`src/rtl/pc_gen_unit.sv`:
```
// Next-PC generator: owns the PC, drives the fetch handshake, resolves branches,
// takes trap redirects, halts on ebreak and counts retired instructions.
// Optional: define PC_GEN_MISALIGN_EN to trap misaligned targets into HALT.
module pc_gen_unit #(
    parameter int          XLEN         = 32,
    parameter logic [63:0] RESET_VECTOR = 64'h0000_0000_8000_0000,
    parameter int          CNT_W        = 64
) (
    input  logic             clk,
    input  logic             rst_n,
    input  logic [6:0]       opcode,
    input  logic [2:0]       funct3,
    input  logic [XLEN-1:0]  imm,
    input  logic [XLEN-1:0]  rs1_val,
    input  logic [XLEN-1:0]  rs2_val,
    input  logic             commit_valid,
    input  logic             if_ready,
    input  logic             redirect_valid,
    input  logic [XLEN-1:0]  redirect_pc,
    output logic [XLEN-1:0]  pc,
    output logic             if_valid,
    output logic [2:0]       pc_src,
    output logic             br_taken,
    output logic             halted,
    output logic [CNT_W-1:0] instret,
    output logic             misalign_err
);

    localparam logic [XLEN-1:0] RST_PC = RESET_VECTOR[XLEN-1:0];

    localparam logic [2:0] SRC_PLUS4  = 3'b000;
    localparam logic [2:0] SRC_JALR   = 3'b010;
    localparam logic [2:0] SRC_BRANCH = 3'b011;
    localparam logic [2:0] SRC_JAL    = 3'b100;

    typedef enum logic [1:0] {S_IDLE, S_FETCH, S_EXEC, S_HALT} state_t;

    state_t            state_q;
    logic [XLEN-1:0]   pc_q;
    logic [CNT_W-1:0]  instret_q;
    logic              if_valid_q;
    logic              halted_q;
    logic              misalign_q;

    logic [XLEN-1:0]   next_pc_d;
    logic [XLEN-1:0]   jalr_sum;
    logic              is_ebreak;
    logic              next_mis;
    logic              redir_mis;

    always_comb begin
        case (opcode)
            7'b1100111: pc_src = SRC_JALR;
            7'b1100011: pc_src = SRC_BRANCH;
            7'b1101111: pc_src = SRC_JAL;
            default:    pc_src = SRC_PLUS4;
        endcase
    end

    always_comb begin
        br_taken = 1'b0;
        if (pc_src == SRC_BRANCH) begin
            case (funct3)
                3'b000:  br_taken = (rs1_val == rs2_val);
                3'b001:  br_taken = (rs1_val != rs2_val);
                3'b100:  br_taken = ($signed(rs1_val) <  $signed(rs2_val));
                3'b101:  br_taken = ($signed(rs1_val) >= $signed(rs2_val));
                3'b110:  br_taken = (rs1_val <  rs2_val);
                3'b111:  br_taken = (rs1_val >= rs2_val);
                default: br_taken = 1'b0;
            endcase
        end
    end

    assign jalr_sum = rs1_val + imm;

    always_comb begin
        case (pc_src)
            SRC_JAL:    next_pc_d = pc_q + imm;
            SRC_JALR:   next_pc_d = {jalr_sum[XLEN-1:1], 1'b0};
            SRC_BRANCH: next_pc_d = br_taken ? (pc_q + imm) : (pc_q + XLEN'(4));
            default:    next_pc_d = pc_q + XLEN'(4);
        endcase
    end

    assign is_ebreak = (opcode == 7'b1110011) && (funct3 == 3'b000) && (imm[11:0] == 12'h001);

`ifdef PC_GEN_MISALIGN_EN
    assign next_mis  = |next_pc_d[1:0];
    assign redir_mis = |redirect_pc[1:0];
`else
    assign next_mis  = 1'b0;
    assign redir_mis = 1'b0;
`endif

    // Redirect outranks both fetch acceptance and commit; a misaligned target parks in HALT.
    always_ff @(posedge clk or negedge rst_n) begin
        if (!rst_n) begin
            state_q    <= S_IDLE;
            pc_q       <= RST_PC;
            instret_q  <= '0;
            if_valid_q <= 1'b0;
            halted_q   <= 1'b0;
            misalign_q <= 1'b0;
        end else begin
            misalign_q <= 1'b0;
            case (state_q)
                S_IDLE: begin
                    state_q    <= S_FETCH;
                    if_valid_q <= 1'b1;
                end
                S_FETCH: begin
                    if (redirect_valid) begin
                        if (redir_mis) begin
                            state_q    <= S_HALT;
                            if_valid_q <= 1'b0;
                            halted_q   <= 1'b1;
                            misalign_q <= 1'b1;
                        end else begin
                            pc_q <= redirect_pc;
                        end
                    end else if (if_ready) begin
                        state_q    <= S_EXEC;
                        if_valid_q <= 1'b0;
                    end
                end
                S_EXEC: begin
                    if (redirect_valid) begin
                        if (redir_mis) begin
                            state_q    <= S_HALT;
                            halted_q   <= 1'b1;
                            misalign_q <= 1'b1;
                        end else begin
                            pc_q       <= redirect_pc;
                            state_q    <= S_FETCH;
                            if_valid_q <= 1'b1;
                        end
                    end else if (commit_valid) begin
                        if (is_ebreak) begin
                            instret_q <= instret_q + 1'b1;
                            state_q   <= S_HALT;
                            halted_q  <= 1'b1;
                        end else if (next_mis) begin
                            state_q    <= S_HALT;
                            halted_q   <= 1'b1;
                            misalign_q <= 1'b1;
                        end else begin
                            pc_q       <= next_pc_d;
                            instret_q  <= instret_q + 1'b1;
                            state_q    <= S_FETCH;
                            if_valid_q <= 1'b1;
                        end
                    end
                end
                default: begin
                    state_q <= S_HALT;
                end
            endcase
        end
    end

    assign pc           = pc_q;
    assign if_valid     = if_valid_q;
    assign halted       = halted_q;
    assign instret      = instret_q;
    assign misalign_err = misalign_q;

endmodule

```
`config.mk`:
```
export PLATFORM = sky130hd
export DESIGN_NAME = pc_gen_unit
export DESIGN_NICKNAME = d
export VERILOG_FILES = /design/src/rtl/pc_gen_unit.sv
export SDC_FILE = /design/constraint.sdc
export NUM_CORES = 1
export LEC_CHECK = 0
export BUFFER_PORTS_ARGS = -buffer_cell sky130_fd_sc_hd__clkbuf_2
export CORE_ASPECT_RATIO = 0.6
export CORE_MARGIN = 10
export CORE_UTILIZATION = 55
export CTS_CLUSTER_SIZE = 40
export DETAILED_ROUTE_END_ITERATION = 12
export PLACE_DENSITY = 0.79
export SETUP_SLACK_MARGIN = 0.1
export SKIP_CTS_REPAIR_TIMING = 1
export SLEW_MARGIN = 25
export SYNTH_ARGS = -nofsm -noshare
export SYNTH_HDL_FRONTEND = slang
export SYNTH_SLANG_ARGS = --single-unit
```
`constraint.sdc`:
```
create_clock -name clk -period 3.8 [get_ports clk]
set_clock_uncertainty 0.1 [all_clocks]
set_input_delay 0 -clock clk [delete_from_list [all_inputs] [get_ports clk]]
set_output_delay 0 -clock clk [all_outputs]
set_load 0.02 [all_outputs]
```
==> results summary <==
The number of global-route vias before repair was between 9,000 and 10,000. The post-route cell area is between 10,000 and 15,000 sq um. The internal power of the cells is 3.118 mW.

The initial antenna violation count is 1. Setup violations remaining at the end of the flow were counted as 0. The worst-case hold slack is -0.04151 ns. In the synthesized netlist the dominant register cell turns out to be dfrtp_1.

After clock tree synthesis, the clock-pin slew on the worst setup and hold paths is 0.09 ns. Summed over all instances, the cell type with the most area after synthesis is dfrtp_1. The signed area change from the synthesized netlist to the final layout came out at 23.83%. The buffers plus inverters on the worst setup path is 1.

The share of total power dissipated in sequential elements is 0.258. The post-detailed-placement cell area is around 11,000 sq um. The min-delay analysis places its worst path in the category in -> reg. The detailed-placement wirelength estimate came out at around 29,000 microns. Synthesis inferred 100 register bits.

The data arrival time of the critical path came out at 3.85 ns. Setup repair after global routing could not meet its margin everywhere. The number of instances in the synthesized netlist came out at 1,174. The ratio of routed vias to standard cells came out at ~6.3.

Traced cell by cell, the critical path runs through ha_1, a21oi_2, o22ai_1, or3_1, a22o_1, a41oi_2, o311ai_2, buf_4, a211oi_1, xnor2_1, a311oi_1, o2bb2ai_1. The setup TNS after final layout came out at 0 ns. The number of clock sinks seen by CTS came out at 100.

The total overflow left after global routing is 0. The critical path is of the reg -> reg type. The count of pins over their slew limit came out at 0. The clock network latency to the later pin of the worst-skew pair came out at about 0.37 ns. The nature of the critical path startpoint is a register. The routability congestion estimate from global placement came out at just under 1. The number of cell rows is 37.

The sum of internal, switching and leakage power came out at between 6 and 7 mW. The cell sitting at the root of the clock tree is a clkbuf_16. The clock period could shrink to 3.663 ns. The clock passes through at most 2 buffers. Of the synthesized area, sequential elements account for 0.2601. At the pin with the least slew margin, the transition time is ~0.95 ns. The hold violation count in the final report is 7. The achievable frequency came out at around 0.27 GHz.

The I/O pin total is 246. The final design utilization is 0.6940. STA classifies the critical path endpoint as a register. The pre-CTS setup slack is about 0.012 ns. The flow ran to the end, but the final reports show violations. The number of buffers inserted by port buffering is 244. The antenna diode count came out at 0. After synthesis, the cell types taking the most area are dfrtp_1 (26%), ha_1 (12%), xnor2_1 (6.7%). The count of nets left with antenna violations once routing finished came out at 0.

Once placement completed, the tool counted placed cells totaling 1,664. Wires add up to approximately 36,000 microns. The power density over the cells is between 500 and 600 nW/um^2. Entering global routing, the biggest net connects between 60 and 70 pins.

Buffers inserted during clock tree synthesis total 9. Grouping stages by cell kind, the critical path spends the most delay in compound AO/OA/AOI/OAI gates. The number of unique standard cell types used by synthesis is between 70 and 80. Of the total power, combinational logic draws 0.571.

The routed wire length per instance is about 21 microns. The total via count after detailed routing came out at 10,694. The count of yosys warnings during synthesis came out at 0. In this run, synthesis inferred 0 flip-flops with an integrated enable. From bottom edge to top edge, the die measures 122.5 microns. VDD sags by at most around 0.00027 V.

Of all flip-flops after synthesis, the portion carrying an async set or reset was 1.000. The share of total power dissipated in the clock network is 0.170. The starting DRC count in detailed routing came out at roughly 1,400. Dividing the final minimum period by the clock period gives 0.9640. The share of the synthesized area in the top cell type came out at 0.2574. At the worst endpoint, the required time is between 3 and 4 ns. The slowest stage of the critical path belongs to the cell dfrtp_1. The residual DRC count came out at 0. The total net switching power is approximately 2.9 mW. The maximum level of the CTS H-tree came out at 3.

The share of total power consumed by net switching is 0.4825. The area of the mapped netlist is a little under 10,000 sq um. The core region area is about 17,000 sq um. The total leakage power is between 5 and 6 nW. A synthesized cell averages 8.199 sq um.

The wire length of the first global-routing pass came out at 54,570 microns. Measured against its own limit, the worst slew margin works out to 0.3606. In this run the worst path has a maximum fanout of 6. The largest incremental delay on the critical path came out at 0.45 ns. The setup slack of the critical path after layout came out at 0.1370 ns. The share of final-layout standard cells stronger than drive strength 1 came out at 0.2219. The overall die area is about 23,000 sq um.

After the flow finishes, the layout carries non-filler instances totaling roughly 1,700. The total number of nets in the final design came out at ~1,700. The overall routing resource usage came out at 0.2894. The net count after synthesis came out at 1,415. TritonCTS built the clock tree. Across the run, the number of max-cap violations was 0. The die is between 150 and 200 microns wide. The length of the first detailed-routing pass in iterations came out at 6. The final reports fail on negative hold slack. For this configuration, the core starts out at a cell density of 0.5604.
==> layer usage <==
| layer | vias up | wire (microns) | GRT usage |
|---|---|---|---|
| li1 | 4937 | - | - |
| met1 | 4946 | 15420 | 0.4222 |
| met2 | 745 | 14170 | 0.3952 |
| met3 | 66 | 5689 | 0.1136 |
| met4 | 0 | 539 | 0.04603 |
| met5 | - | 0 | 0 |
==> power by group through the flow <==
stage | Clock (mW) | Combinational (mW) | Sequential [mW]
3_3_place_gp | 0 | 3.19 | 1.55
4_1_cts | 1.02 | 3.27 | 1.54
2_1_floorplan | 0 | 1.89 | 1.75
5_1_grt | 1.07 | 3.70 | 1.58
6_report | 1.03 | 3.44 | 1.56
3_5_place_dp | 0 | 3.24 | 1.55
==> state kept, by name, indices dropped and copies added (netlist names) <==
name / flops
halted: 1
if_valid: 1
state_q: 2
instret: 64
pc: 32
==> final cells by class <==
cell class / instances / area [sq um]
tap: 234 / 292.8
inverter: 65 / 244.0
fill: 1452 / 5256
clock buffer: 9 / 225.2
timing repair buffer: 306 / 1759
sequential: 100 / 2504
clock inverter: 7 / 102.6
multi-input combinational: 982 / 6792
==> kinds of logic after synthesis <==
family | after synthesis | synth area share
AOI/OAI and AO/OA | 328 | 0.2315
xor gates and xnor gates | 126 | 0.1146
adders and majority gates | 98 | 0.1289
buffers and inverters | 92 | 0.03718
DFF | 100 | 0.2601
muxes | 7 | 0.007669
other | 1 | 0.0003896
and+or+nand+nor | 422 | 0.2195
==> placed cells by master, fill, tap and decap left out, types with 23 or more instances in the layout <==
cell,instances
clkbuf_2,243
nand2_1,105
dfrtp_1,99
ha_1,96
a21oi_1,93
nor2_1,83
xnor2_1,74
inv_1,65
o21ai_0,52
xor2_1,52
nand3_1,51
buf_4,39
nand4_1,37
nor3_1,34
a21o_1,28
dlygate4sd3_1,23
==> final timing paths <==
path,endpoint,depth (start not counted),slack (ns),from
setup reg to reg,pc[31]$_DFFE_PN1P_,12,0.14,pc[6]$_DFFE_PN0P_
min in group asynchronous,instret[59]$_DFFE_PN0P_,2,0.20,rst_n
hold / removal,pc[3]$_DFFE_PN0P_,4,-0.04,redirect_pc[3]
max in group asynchronous,pc[31]$_DFFE_PN1P_,3,2.36,rst_n
setup / recovery,pc[31]$_DFFE_PN1P_,12,0.14,pc[6]$_DFFE_PN0P_
hold reg to reg,instret[33]$_DFFE_PN0P_,1,0.39,instret[33]$_DFFE_PN0P_
==> synthesized netlist by cell type, types with 14 or more instances <==
cell type,instances
xnor2_1,74
o21ai_0,53
or3_1,18
a21o_1,28
inv_1,65
a211oi_1,16
o211ai_1,14
ha_1,96
nor2_1,83
nor3_1,34
dfrtp_1,99
and3_1,22
nand3_1,51
clkbuf_1,21
nand4_1,37
a21oi_1,95
xor2_1,52
nand2_1,105
==> worst min-delay path, delay by kind of cell <==
kind	cells	cell delay [ns]
and+or+nand+nor	1	0.10
AOI/OAI and AO/OA	2	0.20
buffers and inverters	1	0.08
Note: power is estimated with default switching activity, not from simulation.
